File: config.mk
export PLATFORM = sky130hd
export DESIGN_NAME = w5300_udp_rx_seq
export DESIGN_NICKNAME = d
export VERILOG_FILES = /design/src/rtl/w5300_udp_rx_seq.sv
export SDC_FILE = /design/constraint.sdc
export NUM_CORES = 1
export LEC_CHECK = 0
export CELL_PAD_IN_SITES_DETAIL_PLACEMENT = 0
export CELL_PAD_IN_SITES_GLOBAL_PLACEMENT = 1
export CORE_MARGIN = 2
export CORE_UTILIZATION = 39
export CTS_BUF_LIST = sky130_fd_sc_hd__clkbuf_8
export DETAILED_ROUTE_END_ITERATION = 8
export GPL_TIMING_DRIVEN = 1
export HOLD_SLACK_MARGIN = 0.03
export PLACE_DENSITY_LB_ADDON = 0.1
export REMOVE_ABC_BUFFERS = 1
export SETUP_SLACK_MARGIN = 0.05
export SLEW_MARGIN = 20
export SYNTH_ARGS = -nofsm -noshare
export SYNTH_HDL_FRONTEND = slang
export SYNTH_SLANG_ARGS = --single-unit
File: constraint.sdc
create_clock -name clk -period 5.4 [get_ports clk]
set_clock_uncertainty 0.1 [all_clocks]
set_input_delay 1.08 -clock clk [delete_from_list [all_inputs] [get_ports clk]]
set_output_delay 1.08 -clock clk [all_outputs]
set_load 0.05 [all_outputs]
File: src/rtl/w5300_udp_rx_seq.sv
// Receive sequencer for one W5300 UDP socket: polls RX_RSR, reads the UDP info header,
// streams the payload over valid/ready (or drains oversized datagrams) and issues RECV.
module w5300_udp_rx_seq #(
    parameter logic [3:0]  N       = 4'd0,
    parameter logic [15:0] MAX_LEN = 16'd1472
) (
    input  logic        clk,
    input  logic        rst,
    input  logic        start,
    output logic        busy,
    output logic        bus_req,
    output logic [26:0] bus_cmd,
    input  logic        bus_ack,
    input  logic [15:0] bus_rdata,
    output logic [31:0] peer_ip,
    output logic [15:0] peer_port,
    output logic [15:0] pkt_len,
    output logic        hdr_valid,
    output logic [15:0] rx_data,
    output logic        rx_valid,
    input  logic        rx_ready,
    output logic        rx_last,
    output logic        done,
    output logic        empty,
    output logic        err
);

    localparam logic [9:0]  SOFF    = {N, 6'b000000};
    localparam logic [9:0]  A_CR    = 10'h202 + SOFF;
    localparam logic [9:0]  A_RSR0  = 10'h228 + SOFF;
    localparam logic [9:0]  A_RSR2  = 10'h22A + SOFF;
    localparam logic [9:0]  A_FIFO  = 10'h230 + SOFF;
    localparam logic [26:0] WR_RECV = {1'b0, A_CR, 16'h0040};

    typedef enum logic [2:0] {
        S_IDLE, S_RSR0, S_RSR2, S_CHECK, S_HDR, S_PAY, S_CMD, S_DONE
    } state_t;

    function automatic logic [15:0] ceil_words(input logic [15:0] len);
        logic [16:0] s;
        s = {1'b0, len} + 17'd1;
        return s[16:1];
    endfunction

    function automatic logic [26:0] rd_cmd(input logic [9:0] addr);
        return {1'b1, addr, 16'h0000};
    endfunction

    state_t      state;
    logic        req_r;
    logic [31:0] rsr;
    logic [1:0]  hcnt;
    logic [15:0] words;
    logic [15:0] widx;
    logic        drain;
    logic        errf;
    logic        kick;
    logic        ack;
    logic        len_zero;
    logic        len_big;
    logic        len_ovr;

    // The next payload read is requested in the very cycle the buffered word is taken,
    // so the buffer never holds more than one word yet a word can move every two cycles.
    assign kick    = (state == S_PAY) && !drain && rx_valid && rx_ready && !rx_last;
    assign bus_req = req_r || kick;
    assign ack     = bus_req && bus_ack;

    always_comb begin
        len_zero = (bus_rdata == 16'd0);
        len_big  = (bus_rdata > MAX_LEN);
        len_ovr  = (({16'h0000, bus_rdata} + 32'd8) > rsr);
    end

    always_ff @(posedge clk or posedge rst) begin
        if (rst) begin
            state     <= S_IDLE;
            busy      <= 1'b0;
            req_r     <= 1'b0;
            bus_cmd   <= '0;
            rsr       <= '0;
            peer_ip   <= '0;
            peer_port <= '0;
            pkt_len   <= '0;
            hdr_valid <= 1'b0;
            rx_data   <= '0;
            rx_valid  <= 1'b0;
            rx_last   <= 1'b0;
            done      <= 1'b0;
            empty     <= 1'b0;
            err       <= 1'b0;
            errf      <= 1'b0;
            drain     <= 1'b0;
            hcnt      <= '0;
            words     <= '0;
            widx      <= '0;
        end else begin
            done      <= 1'b0;
            hdr_valid <= 1'b0;
            case (state)
                S_IDLE: begin
                    if (start) begin
                        busy    <= 1'b1;
                        req_r   <= 1'b1;
                        bus_cmd <= rd_cmd(A_RSR0);
                        empty   <= 1'b0;
                        err     <= 1'b0;
                        errf    <= 1'b0;
                        drain   <= 1'b0;
                        state   <= S_RSR0;
                    end
                end
                S_RSR0: begin
                    if (ack) begin
                        rsr[31:16] <= bus_rdata;
                        bus_cmd    <= rd_cmd(A_RSR2);
                        state      <= S_RSR2;
                    end
                end
                S_RSR2: begin
                    if (ack) begin
                        rsr[15:0] <= bus_rdata;
                        req_r     <= 1'b0;
                        state     <= S_CHECK;
                    end
                end
                S_CHECK: begin
                    if (rsr == 32'd0) begin
                        done  <= 1'b1;
                        empty <= 1'b1;
                        state <= S_DONE;
                    end else begin
                        req_r   <= 1'b1;
                        bus_cmd <= rd_cmd(A_FIFO);
                        hcnt    <= 2'd0;
                        state   <= S_HDR;
                    end
                end
                S_HDR: begin
                    if (ack) begin
                        hcnt <= hcnt + 2'd1;
                        case (hcnt)
                            2'd0: peer_ip[31:16] <= bus_rdata;
                            2'd1: peer_ip[15:0]  <= bus_rdata;
                            2'd2: peer_port      <= bus_rdata;
                            default: begin
                                pkt_len   <= bus_rdata;
                                hdr_valid <= 1'b1;
                                words     <= ceil_words(bus_rdata);
                                widx      <= 16'd0;
                                // A bad length or one the FIFO cannot back skips the payload entirely.
                                if (len_zero || len_ovr) begin
                                    errf    <= 1'b1;
                                    bus_cmd <= WR_RECV;
                                    state   <= S_CMD;
                                end else begin
                                    errf  <= len_big;
                                    drain <= len_big;
                                    state <= S_PAY;
                                end
                            end
                        endcase
                    end
                end
                S_PAY: begin
                    if (drain) begin
                        if (ack) begin
                            widx <= widx + 16'd1;
                            if (widx == words - 16'd1) begin
                                bus_cmd <= WR_RECV;
                                state   <= S_CMD;
                            end
                        end
                    end else begin
                        if (rx_valid && rx_ready) begin
                            rx_valid <= 1'b0;
                            rx_last  <= 1'b0;
                            req_r    <= 1'b1;
                            if (rx_last) begin
                                bus_cmd <= WR_RECV;
                                state   <= S_CMD;
                            end
                        end
                        if (ack) begin
                            rx_data  <= bus_rdata;
                            rx_valid <= 1'b1;
                            rx_last  <= (widx == words - 16'd1);
                            widx     <= widx + 16'd1;
                            req_r    <= 1'b0;
                        end
                    end
                end
                S_CMD: begin
                    if (ack) begin
                        req_r <= 1'b0;
                        done  <= 1'b1;
                        err   <= errf;
                        state <= S_DONE;
                    end
                end
                S_DONE: begin
                    busy  <= 1'b0;
                    state <= S_IDLE;
                end
                default: state <= S_IDLE;
            endcase
        end
    end

endmodule

# Yosys cells after proc, flatten, opt, wreduce, memory -nomap -nowiden
# Index checks and enable logic that the tools add are counted.
# op_classes
order_cmp	2
n_eq_ne	28
bitwise	2
n_addsub	5
reduce_logical	43
n_mux	63
# op_table
cell	count
$mux W27	11
$pmux W27 S5	1
$mux W16	3
$mux W3	11
$gt A17 B32 Y1	1
$logic_not A32 Y1	1
$pmux W16 S2	1
$reduce_and A3 Y1	9
$ne A2 B2 Y1 const B	12
$pmux W3 S8	1
$mux W1	23
$add A16 B1 Y17 const B	1
$add A16 B4 Y17 const B	1
$add A16 B1 Y16 const B	1
$eq A16 B16 Y1	1
$gt A16 B11 Y1 const B	1
$logic_not A16 Y1	1
$sub A16 B1 Y16 const B	1
$reduce_bool A2 Y1	7
$eq A3 B3 Y1 const B	4
$pmux W1 S2	6
$reduce_and A11 Y1	1
$reduce_and A10 Y1	1
$ne A3 B2 Y1 const B	3
other kinds (24)	40
# totals
word_cells	165
regBits	186

# Longest topological paths before layout
# logic_depth
word_depth	10
depth_mapped	16

# Worst setup path before layout
# No wires, ideal clock.
# synth_path
kind	input -> register
from	in bus_rdata[3]
to	reg bus_cmd[21]
cell_stages	15
required_ps	5175
path_slack_ps	1311
path_buffers	1
setup_time_ps	125
arrival_time_ps	3864
cell_sequence	ha_1 > nand3_1 > nor2_1 > and3_1 > and3_1 > nand3_1 > xnor2_1 > ha_1 > nand4_1 > nor3_1 > nand2_1 > a311o_1 > and3_1 > buf_6 > mux2_4
# synth_via
elab_chain_len	5
# synth_rtl
element	line_no	text
start: declaration	14	input logic [15:0] bus_rdata,
$add A16 B4 Y17	72	len_ovr = (({16'h0000, bus_rdata} + 32'd8) > rsr);
$gt A17 B32 Y1	72	
$logic_or A1 B1 Y1 (*)	152	if (len_zero || len_ovr) begin
$ne A2 B2 Y1 (no line) (*)	n/a	
$reduce_and A11 Y1 (no line) (*)	n/a	
end signal: assignment	105	bus_cmd <= rd_cmd(A_RSR0);
end signal: assignment	116	bus_cmd <= rd_cmd(A_RSR2);
end signal: assignment	134	bus_cmd <= rd_cmd(A_FIFO);
end: declaration	12	output logic [26:0] bus_cmd,
# Mark *: on every way between the ends. The rest lies on a longest branch, timed or not.
# A chain may end at the register's enable or synchronous reset.

# Final worst setup path
# Ends and elaborated chain as after synthesis.

==> flow_summary.json <==
{
  "critPathKind": "in -> reg",
  "finalInstanceArea_sq_um": 10090,
  "vias": 6320,
  "critPathMaxStageDelay_ns": 0.49,
  "synth-compound-area-share_pct": 9.427,
  "io_pins": 136,
  "synth_edf_count": 0,
  "netlist_top_cells_area": "dfrtp_1 50%, mux2_2 9.1%, nand2_1 6.2%",
  "post_cts_resized": 0,
  "power_density_nw_per_um2": 635.1,
  "avgSynthCellArea_sq_um": 9.935,
  "p_int_mw": 3.350,
  "cpMaxStageDelayCell": "clkdlybuf4s50_1",
  "synth_warnings": 0,
  "synth.distinct_cells": 59,
  "cts_root_buf": "clkbuf_8",
  "cts_buffers": 17,
  "hold_violations": 0,
  "rows": 53,
  "core_sq_um": 20960,
  "synthCells": 835,
  "swShare_pct": 47.70,
  "dpl_cell_area_sq_um": 9687,
  "dieArea_sq_um": 22450,
  "synth_adder_area_share_pct": 3.922,
  "grt_overflow": 0,
  "maxCapViolCount": 0,
  "path_cells": "clkdlybuf4s50_1 > ha_1 > nand3_1 > nor2_1 > and3_1 > and3_1 > nand3_1 > xnor2_1 > ha_1 > nand4_1 > nor3_1 > a21oi_1 > nand3_1 > a311o_1 > and3_1 > mux2_4",
  "gp_congestion": 0.9069,
  "placed_cells": 1199,
  "htree_levels": 4,
  "rsz0062_at_grt": "no",
  "cts_hold_buf": 0,
  "syn_to_final_growth_pct": 21.58,
  "synth-simple-area-share_pct": 16.24,
  "vias_per_cell": 5.134,
  "place_ws_ns": 0.2573,
  "synth_top_family_by_area": "simple AND/OR/NAND/NOR gates",
  "switching_power_mw": 3.056,
  "wire_per_inst_um": 18.06,
  "first_iter_violations": 319,
  "grt_usage_pct": 20.70,
  "total_power_mw": 6.406,
  "synthDominantCellAreaShare_pct": 49.77,
  "cts.path.max_buffers": 2,
  "clkSlewWorstSetupHoldPaths_ns": 0.10,
  "p_comb_share_pct": 51.8,
  "die_h_um": 149.8,
  "utilization_pct": 48.13,
  "finalSetupTns_ns": 0,
  "clkLatencyLatePin_ns": 0.46,
  "cts_sinks": 165,
  "period_share_pct": 86.39,
  "grt_max_degree": 76,
  "synth.area.mux_share_pct": 9.698,
  "most-common-layout-cells": "165 x dfrtp_1, 138 x nand2_1, 115 x clkdlybuf4s50_1",
  "crit_required_ns": 5.65,
  "final-max-slew-violation-count": 0,
  "min_from": "bus_cmd[25]",
  "crit_arrival_ns": 4.91,
  "final_cells": 1231,
  "grt_pass1_vias": 6633,
  "worstHoldPathType": "reg -> reg",
  "portBuffers": 115,
  "dr.pass1.iters": 5,
  "nets": 990,
  "dp_hpwl_um": 15910,
  "crit_path_max_fanout": 6,
  "finalHoldWorstSlack_ns": 0.3821,
  "yosysTopAreaCell": "dfrtp_1",
  "yosysSeqAreaShare_pct": 49.77,
  "die_w_um": 149.8,
  "min_period_ns": 4.665,
  "cts_tree": "yes",
  "grt_antenna_before_repair": 0,
  "synth_xor_area_share_pct": 5.173,
  "start_kind": "input port",
  "finalWorstSetupSlack_ns": 0.7351,
  "critPathLaunch": "bus_rdata[3]",
  "mostFrequentLayoutCell": "dfrtp_1",
  "async_reset_ff_share_pct": 100.0,
  "worstReg2RegStart": "words[2]",
  "start_util_pct": 39.59,
  "leakage_nw": 4.443,
  "cts_setup_buffers": 0,
  "grt_pass1_wl_um": 35690,
  "drive_gt1_share_pct": 14.02,
  "antenna_cells": 0,
  "detail-route-antenna-nets": 0,
  "synth_flop_cell": "dfrtp_1",
  "synth-seq-cells": 165,
  "tightestPinTransition_ns": 0.9364,
  "endpoint_kind": "flop",
  "mappedNetlistArea_sq_um": 8295,
  "max_freq_mhz": 214.4,
  "ir_drop_uv": 419.1,
  "drc": 0,
  "setup_violations": 0,
  "wl_um": 22230,
  "power.share.clock_pct": 13.9,
  "seq_power_share_pct": 34.2,
  "status": "finished clean",
  "slew_headroom_pct": 37.42
}
==> registers in the layout (all words and copies together), names as in the netlist <==
name       flops
bus_cmd        6
busy           1
done           1
drain          1
empty          1
err            1
errf           1
hcnt           2
hdr_valid      1
peer_ip       32
peer_port     16
pkt_len       16
req_r          1
rsr           32
rx_data       16
rx_last        1
rx_valid       1
state          3
widx          16
words         16
==> cell usage after synthesis, drive strengths merged (13+ instances only) <==
| cell type | number |
|---|---|
| nand3 | 17 |
| o21ai | 73 |
| clkbuf | 37 |
| nand2 | 138 |
| buf | 27 |
| nand4 | 15 |
| or3 | 13 |
| dfrtp | 165 |
| mux2 | 69 |
| nor2 | 42 |
| inv | 39 |
| xor2 | 27 |
| ha | 26 |
| xnor2 | 22 |
| a21oi | 24 |
==> kinds of logic after synthesis <==
family / count (synthesis)
other: 1
flip-flops: 165
AO/OA/AOI/OAI: 131
adder cells (fa/ha/maj): 26
multiplexers: 71
AND/OR/NAND/NOR: 289
buffers and inverters: 103
XOR/XNOR: 49
==> path summary, 6_finish.rpt <==
check,to,slack [ns],depth (start not counted)
setup / recovery,bus_cmd[21],0.74,16
hold / removal,bus_cmd[25],0.38,1
setup reg to reg,bus_cmd[21],1.69,8
hold reg to reg,bus_cmd[25],0.38,1
max in group asynchronous,peer_ip[9],3.29,3
min in group asynchronous,peer_port[6],0.99,2
==> critical path, delay by kind of cell <==
kind            cells  cell delay (ns)
simple gates        9             1.96
fa+ha+maj           2             0.58
buf+inv             1             0.49
mux                 1             0.33
compound gates      2             0.30
xor+xnor            1             0.16
==> power groups by stage <==
stage / sequential, mW / combinational (mW) / clock [mW]
3_5_place_dp: 2.21 / 3.32 / 0
5_1_grt: 2.28 / 3.55 / 0.979
6_report: 2.19 / 3.32 / 0.892
4_1_cts: 2.20 / 3.34 / 0.926
3_3_place_gp: 2.19 / 3.27 / 0
2_1_floorplan: 3.25 / 1.15 / 0
==> layout make-up <==
type                       count  area (sq um)
timing repair buffer         134          1294
fill                        1975         10870
multi-input combinational    586          3769
clock inverter                14         151.4
inverter                      39         151.4
tap                          275         344.1
sequential                   165          4129
clock buffer                  18         247.7
==> per-layer routing <==
metal	global-route usage [%]	share of wire, %
met1	26.76	45
met4	5.849	1.9
met5	0	0
met2	34.54	49
met3	5.122	4.3
No activity file was read; power rests on OpenSTA's default activity.
==> patch 1 (same settings) <==
The 8 states of `state_t` get a one-hot encoding in 8 bits.
--- a/src/rtl/w5300_udp_rx_seq.sv
+++ b/src/rtl/w5300_udp_rx_seq.sv
@@ -32,8 +32,8 @@
     localparam logic [9:0]  A_FIFO  = 10'h230 + SOFF;
     localparam logic [26:0] WR_RECV = {1'b0, A_CR, 16'h0040};
 
-    typedef enum logic [2:0] {
-        S_IDLE, S_RSR0, S_RSR2, S_CHECK, S_HDR, S_PAY, S_CMD, S_DONE
+    typedef enum logic [7:0] {
+        S_IDLE = 8'b00000001, S_RSR0 = 8'b00000010, S_RSR2 = 8'b00000100, S_CHECK = 8'b00001000, S_HDR = 8'b00010000, S_PAY = 8'b00100000, S_CMD = 8'b01000000, S_DONE = 8'b10000000
     } state_t;
 
     function automatic logic [15:0] ceil_words(input logic [15:0] len);
Check against the original RTL: no difference found for any inputs over 4 cycles, from zero or initial values and one cycle with rst high; so few cycles prove little.
==> patch 1 against the unedited design <==
  * Routed wire length increased by 7.9%
  * Sequential cell count increased by 5
  * Critical endpoint is now bus_cmd[17]
  * Synthesized cell count increased by 1.4%
  * Final area increased by 3.4%
  * Via count increased by 3.6%
  * Setup slack got worse by 230 ps
  * Area after synthesis increased by 3.4%
  * Largest cell class unchanged
  * Count of clock-buffer cells in the layout decreased by 1
Power is not compared: it rests on default switching activity, and its combinational part moved more than twofold at a synthesized area within 25%.
==> patch 1: results (changes against the unedited design) <==
- Outcome: finished clean
- Part of the Yosys area used for sequential elements: 0.496 (-0.00153)
- Iter 0 DRT Violations: 308 (-3.4%)
- Compound-Gate Fraction of Synth Area: 0.0900 (-0.00425)
- Cell count after placement: 1,223 (+2.0%)
- DR vias: 6,548 (+3.6%)
- LEAKAGE: 4.79 nW
- First-pass GRT wire length: 38,800 um (+8.7%)
- Rel. slew slack: 0.305 (-0.0692)
- Clk Tree Root Cell: clkbuf_8
- Synth cell count leaders: dfrtp_1 (169), nand2_1 (134), mux2_2 (70), o21ai_0 (67), nor2_1 (46)
- Critical-path top delay cell: a221oi_1
- Adder-Cell Fraction of Synth Area: 0.0379 (-0.00128)
- Clk_lat worst skew: 480 ps (+20 ps)
- Maximum fanout along the worst path: 5 (-1)
- Critical path data arrival time: 5140 ps (+230 ps)
- Max stage delay on crit path: 590 ps (+100 ps)
- DPL Wire Length: 17,400 um (+9.5%)
- Final Hold Slack: 390 ps (+8.28 ps)
- Drt wl/cell: 19.1 um (+5.8%)
- Htree depth: 4 (unchanged)
- Via density: 5.22 (+1.6%)
- GR Util All Layers: 0.212 (+0.00501)
- Final net count: 1,009 (+1.9%)
- Yosys cell types: 66 (+12%)
- Largest cells by area after synthesis: dfrtp_1 (49%), mux2_2 (9.2%), nand2_1 (5.9%), o21ai_0 (3.9%), ha_1 (3.8%)
- Pre-antenna DRT Iters: 4 (-1)
- FF-to-FF setup slack: 1750 ps (+60 ps)
- Multiplexer share of the synthesized area: 0.0948 (-0.00215)
- Hold Crit Endpoint: bus_cmd[25]
- Initial antenna violation count: 0 (unchanged)
- Hold bufs inserted after CTS: 0 (unchanged)
- Fraction of layout cells with a size suffix above 1: 0.151 (+0.0106)
- Number of global-route vias before repair: 6,887 (+3.8%)
- R2R depth: 5 (-3)
- Largest net degree at the start of global routing: 110 (+45%)
- Crit Reg-Reg Startpoint: state[1]
- Synth Area per Inst: 10.1 um^2 (+1.9%)
- RR Endpoint: peer_ip[30]
- Gp weighted congestion: 0.816 (-10%)
- Antenna cell count: 0 (unchanged)
- Synth Area in XOR/XNOR: 0.0582 (+0.00648)
-- patch 1: cell count changes after synthesis, sizes merged, moves of 5 or more --
| cell | unedited run | this run |
|---|---|---|
| nand3 | 17 | 24 |
| xnor2 | 22 | 28 |
| nand2b | 7 | 2 |
| a21o | 4 | 9 |
| inv | 39 | 34 |
| nor4 | 12 | 18 |
| or3 | 13 | 5 |
-- patch 1: worst max-delay path by stage --
stage,startpoint,to,slack [ps],depth (start not counted)
finish,bus_rdata[4],bus_cmd[17],500,17
global route,bus_rdata[4],bus_cmd[17],190,17
CTS,bus_rdata[4],bus_cmd[17],510,17
detailed placement,bus_rdata[4],bus_cmd[17],-20,17
global placement,bus_rdata[4],bus_cmd[19],200,17
floorplan,rst,bus_cmd[17],-380,1
-- patch 1: cell families after synthesis --
group / count (synthesis)
flops: 170
xor+xnor: 57
other cells: 1
buf+inv: 92
mux: 72
simple gates: 302
fa+ha+maj: 26
compound gates: 127
-- patch 1: cell type report --
type,count,area [um^2]
clock buffer,17,234
clock inverter,15,194
sequential,170,4260
inverter,35,139
multi-input combinational,604,3960
tap,280,350
timing repair buffer,134,1310
fill,2036,11300
-- patch 1: where the power goes --
group          internal [mW]  switching, mW  leakage [nW]  total (mW)
logic                  0.353          0.578          2.33       0.931
clock network          0.359          0.582         0.205       0.941
registers               1.44          0.128          2.26        1.57
-- patch 1: routing by layer --
layer / wire length [um] / track usage
met5: 0 / 0
met4: 345 / 0.0498
met3: 1350 / 0.0594
met2: 11700 / 0.360
met1: 10600 / 0.270
-- patch 1: per-stage QoR --
step                      cell area (um^2)  setup TNS (ps)  worst slack, ps
after floorplan                       8330          -64520             -382
after global routing                 10400               0              194
after CTS                            10400               0              511
after global placement               10000               0              195
after detailed placement             10000           -18.6            -18.6
final                                10400               0              502
==> patch 2 (config.mk and constraints unchanged) <==
Without the edit above. The parameter `MAX_LEN` goes from 16'd1472 to 16'd1104.
--- a/src/rtl/w5300_udp_rx_seq.sv
+++ b/src/rtl/w5300_udp_rx_seq.sv
@@ -2,7 +2,7 @@
 // streams the payload over valid/ready (or drains oversized datagrams) and issues RECV.
 module w5300_udp_rx_seq #(
     parameter logic [3:0]  N       = 4'd0,
-    parameter logic [15:0] MAX_LEN = 16'd1472
+    parameter logic [15:0] MAX_LEN = 16'd1104
 ) (
     input  logic        clk,
     input  logic        rst,
Function: same outputs for any inputs over 4 cycles, from zero or initial values and one cycle with rst high; that may be too few to reach the edited logic, so the function may still have changed.
==> patch 2 against the unedited design <==
  * Die area up 0.35%
  * Sequential cell count unchanged
  * Setup slack better by 15 ps
  * Routed wire length down 0.43%
  * Synthesized cell count down 2.6%
  * Power down 0.53%
  * Area after synthesis up 0.36%
  * Cell count down 1.6%
  * Final area up 0.71%
==> patch 2: results (changes against the unedited design) <==
- Yosys cell types: 59 (unchanged)
- First-pass GRT wire length: 35,000 um (-1.9%)
- Drt wl/cell: 18.3 um (+1.2%)
- Clk Tree Root Cell: clkbuf_8
- Compound-Gate Fraction of Synth Area: 0.0863 (-0.00800)
- Adder-Cell Fraction of Synth Area: 0.0391 (-0.000141)
- Synth cell count leaders: dfrtp_1 (165), nand2_1 (119), mux2_2 (80), o21ai_0 (56), nor2_1 (46)
- DPL Wire Length: 15,600 um (-1.7%)
- GR Util All Layers: 0.203 (-0.00403)
- Critical path data arrival time: 4910 ps (about the same)
- LEAKAGE: 4.50 nW (+1.2%)
- Fraction of layout cells with a size suffix above 1: 0.159 (+0.0190)
- Post-CTS setup repair buffer count: 0 (unchanged)
- Part of the Yosys area used for sequential elements: 0.496 (-0.00180)
- Clk_lat worst skew: 470 ps
- Outcome: finished clean
- Maximum fanout along the worst path: 5 (-1)
- Clock slew at reported path FFs: 100 ps (about the same)
- Htree depth: 4 (unchanged)
- Number of global-route vias before repair: 6,327 (-4.6%)
- Pre-CTS WS: 296 ps (+39.1 ps)
- HP Class: reg2reg
- Synth Area in XOR/XNOR: 0.0537 (+0.00192)
- Fin Setup TNS: 0 ps (unchanged)
- CTS Buf Count: 17 (unchanged)
- R2R depth: 10 (+2)
- Pre-antenna DRT Iters: 6 (+1)
- Antenna cell count: 0 (unchanged)
- Largest net degree at the start of global routing: 95 (+25%)
- Fill cells: 1,969 (-0.30%)
- Worst Hold Depth: 1 (unchanged)
- Rel. slew slack: 0.364 (-0.00982)
- Gp weighted congestion: 0.942 (+3.9%)
- CTS Buffer Depth: 2 (unchanged)
- Final net count: 970 (-2.0%)
- Max VDD drop: 341 uV (-19%)
- Largest registers: peer_ip (32), rsr (32)
- Via density: 5.11 (-0.54%)
- Port Buffers: 115 (unchanged)
- CTS resizes: 0 (unchanged)
- Initial antenna violation count: 0 (unchanged)
- Largest cells by area after synthesis: dfrtp_1 (50%), mux2_2 (11%), nand2_1 (5.4%), ha_1 (3.9%), o21ai_0 (3.4%)
- Iter 0 DRT Violations: 340 (+6.6%)
- Fraction of registers with async set/reset: 1.00 (unchanged)
- Multiplexer share of the synthesized area: 0.115 (+0.0175)
- YS warnings: 0 (unchanged)
-- patch 2: changes by cell type after synthesis, sizes merged, moves of 5 or more --
| cell | delta |
|---|---|
| a21oi | -8 |
| o21ai | -14 |
| mux2 | +13 |
| nor2 | +5 |
| nand2 | -19 |
| or3 | -9 |
| o31ai | +5 |
| inv | -6 |
-- patch 2: stage by stage --
step           total power, mW  cells  hold WS (ps)  instance area (um^2)
3_5_place_dp              5.51   1179           363                  9760
2_1_floorplan             4.40    765           368                  8060
5_1_grt                   6.75   1211           417                 10200
6_report                  6.37   1211           375                 10200
3_3_place_gp              5.44   1179           350                  9760
4_1_cts                   6.43   1211           388                 10200
-- patch 2: report_power, final --
part / switching [mW] / internal (mW)
logic: 2.03 / 1.24
clock network: 0.536 / 0.363
registers: 0.444 / 1.75
-- patch 2: worst paths after layout --
| check | slack, ps | start | endpoint |
|---|---|---|---|
| setup / recovery | 750 | bus_rdata[7] | bus_cmd[17] |
| hold / removal | 380 | bus_cmd[25] | bus_cmd[25] |
| setup reg to reg | 1970 | words[0] | bus_cmd[17] |
| hold reg to reg | 380 | bus_cmd[25] | bus_cmd[25] |
| max in group asynchronous | 3250 | rst | rsr[24] |
| min in group asynchronous | 990 | rst | widx[13] |
-- patch 2: kinds of logic after synthesis --
family                   Yosys count
AND/OR/NAND/NOR                  269
flip-flops                       165
AO/OA/AOI/OAI                    116
buffers and inverters            100
multiplexers                      85
XOR/XNOR                          51
adder cells (fa/ha/maj)           26
other                              1
-- patch 2: cell type report --
| type | count | area (um^2) | area share |
|---|---|---|---|
| sequential | 165 | 4130 | 0.407 |
| multi-input combinational | 567 | 3810 | 0.375 |
| timing repair buffer | 139 | 1340 | 0.132 |
| tap | 275 | 344 | 0.0339 |
| clock buffer | 18 | 248 | 0.0244 |
| clock inverter | 14 | 153 | 0.0150 |
| inverter | 33 | 129 | 0.0127 |
-- patch 2: per-layer routing --
| metal | up-vias | share of wire | wire (um) | GRT usage |
|---|---|---|---|---|
| met5 | - | 0 | 0 | 0 |
| met4 | 0 | 0.016 | 344 | 0.0552 |
| met3 | 23 | 0.047 | 1050 | 0.0467 |
| met2 | 143 | 0.48 | 10600 | 0.330 |
| met1 | 3031 | 0.46 | 10100 | 0.274 |
| li1 | 2987 | - | - | - |
-- patch 2: critical path: stages --
cell             delay [ps]
clkdlybuf4s50_1         550
and3_1                  250
and3_1                  240
nor2b_1                 220
nand3_1                 190
xnor2_1                 200
ha_1                    300
nand4_1                 180
a2111oi_0               490
nor4_1                  100
o21ai_0                 250
buf_4                   170
a21oi_1                 180
nor2_4                  160
mux2_1                  330
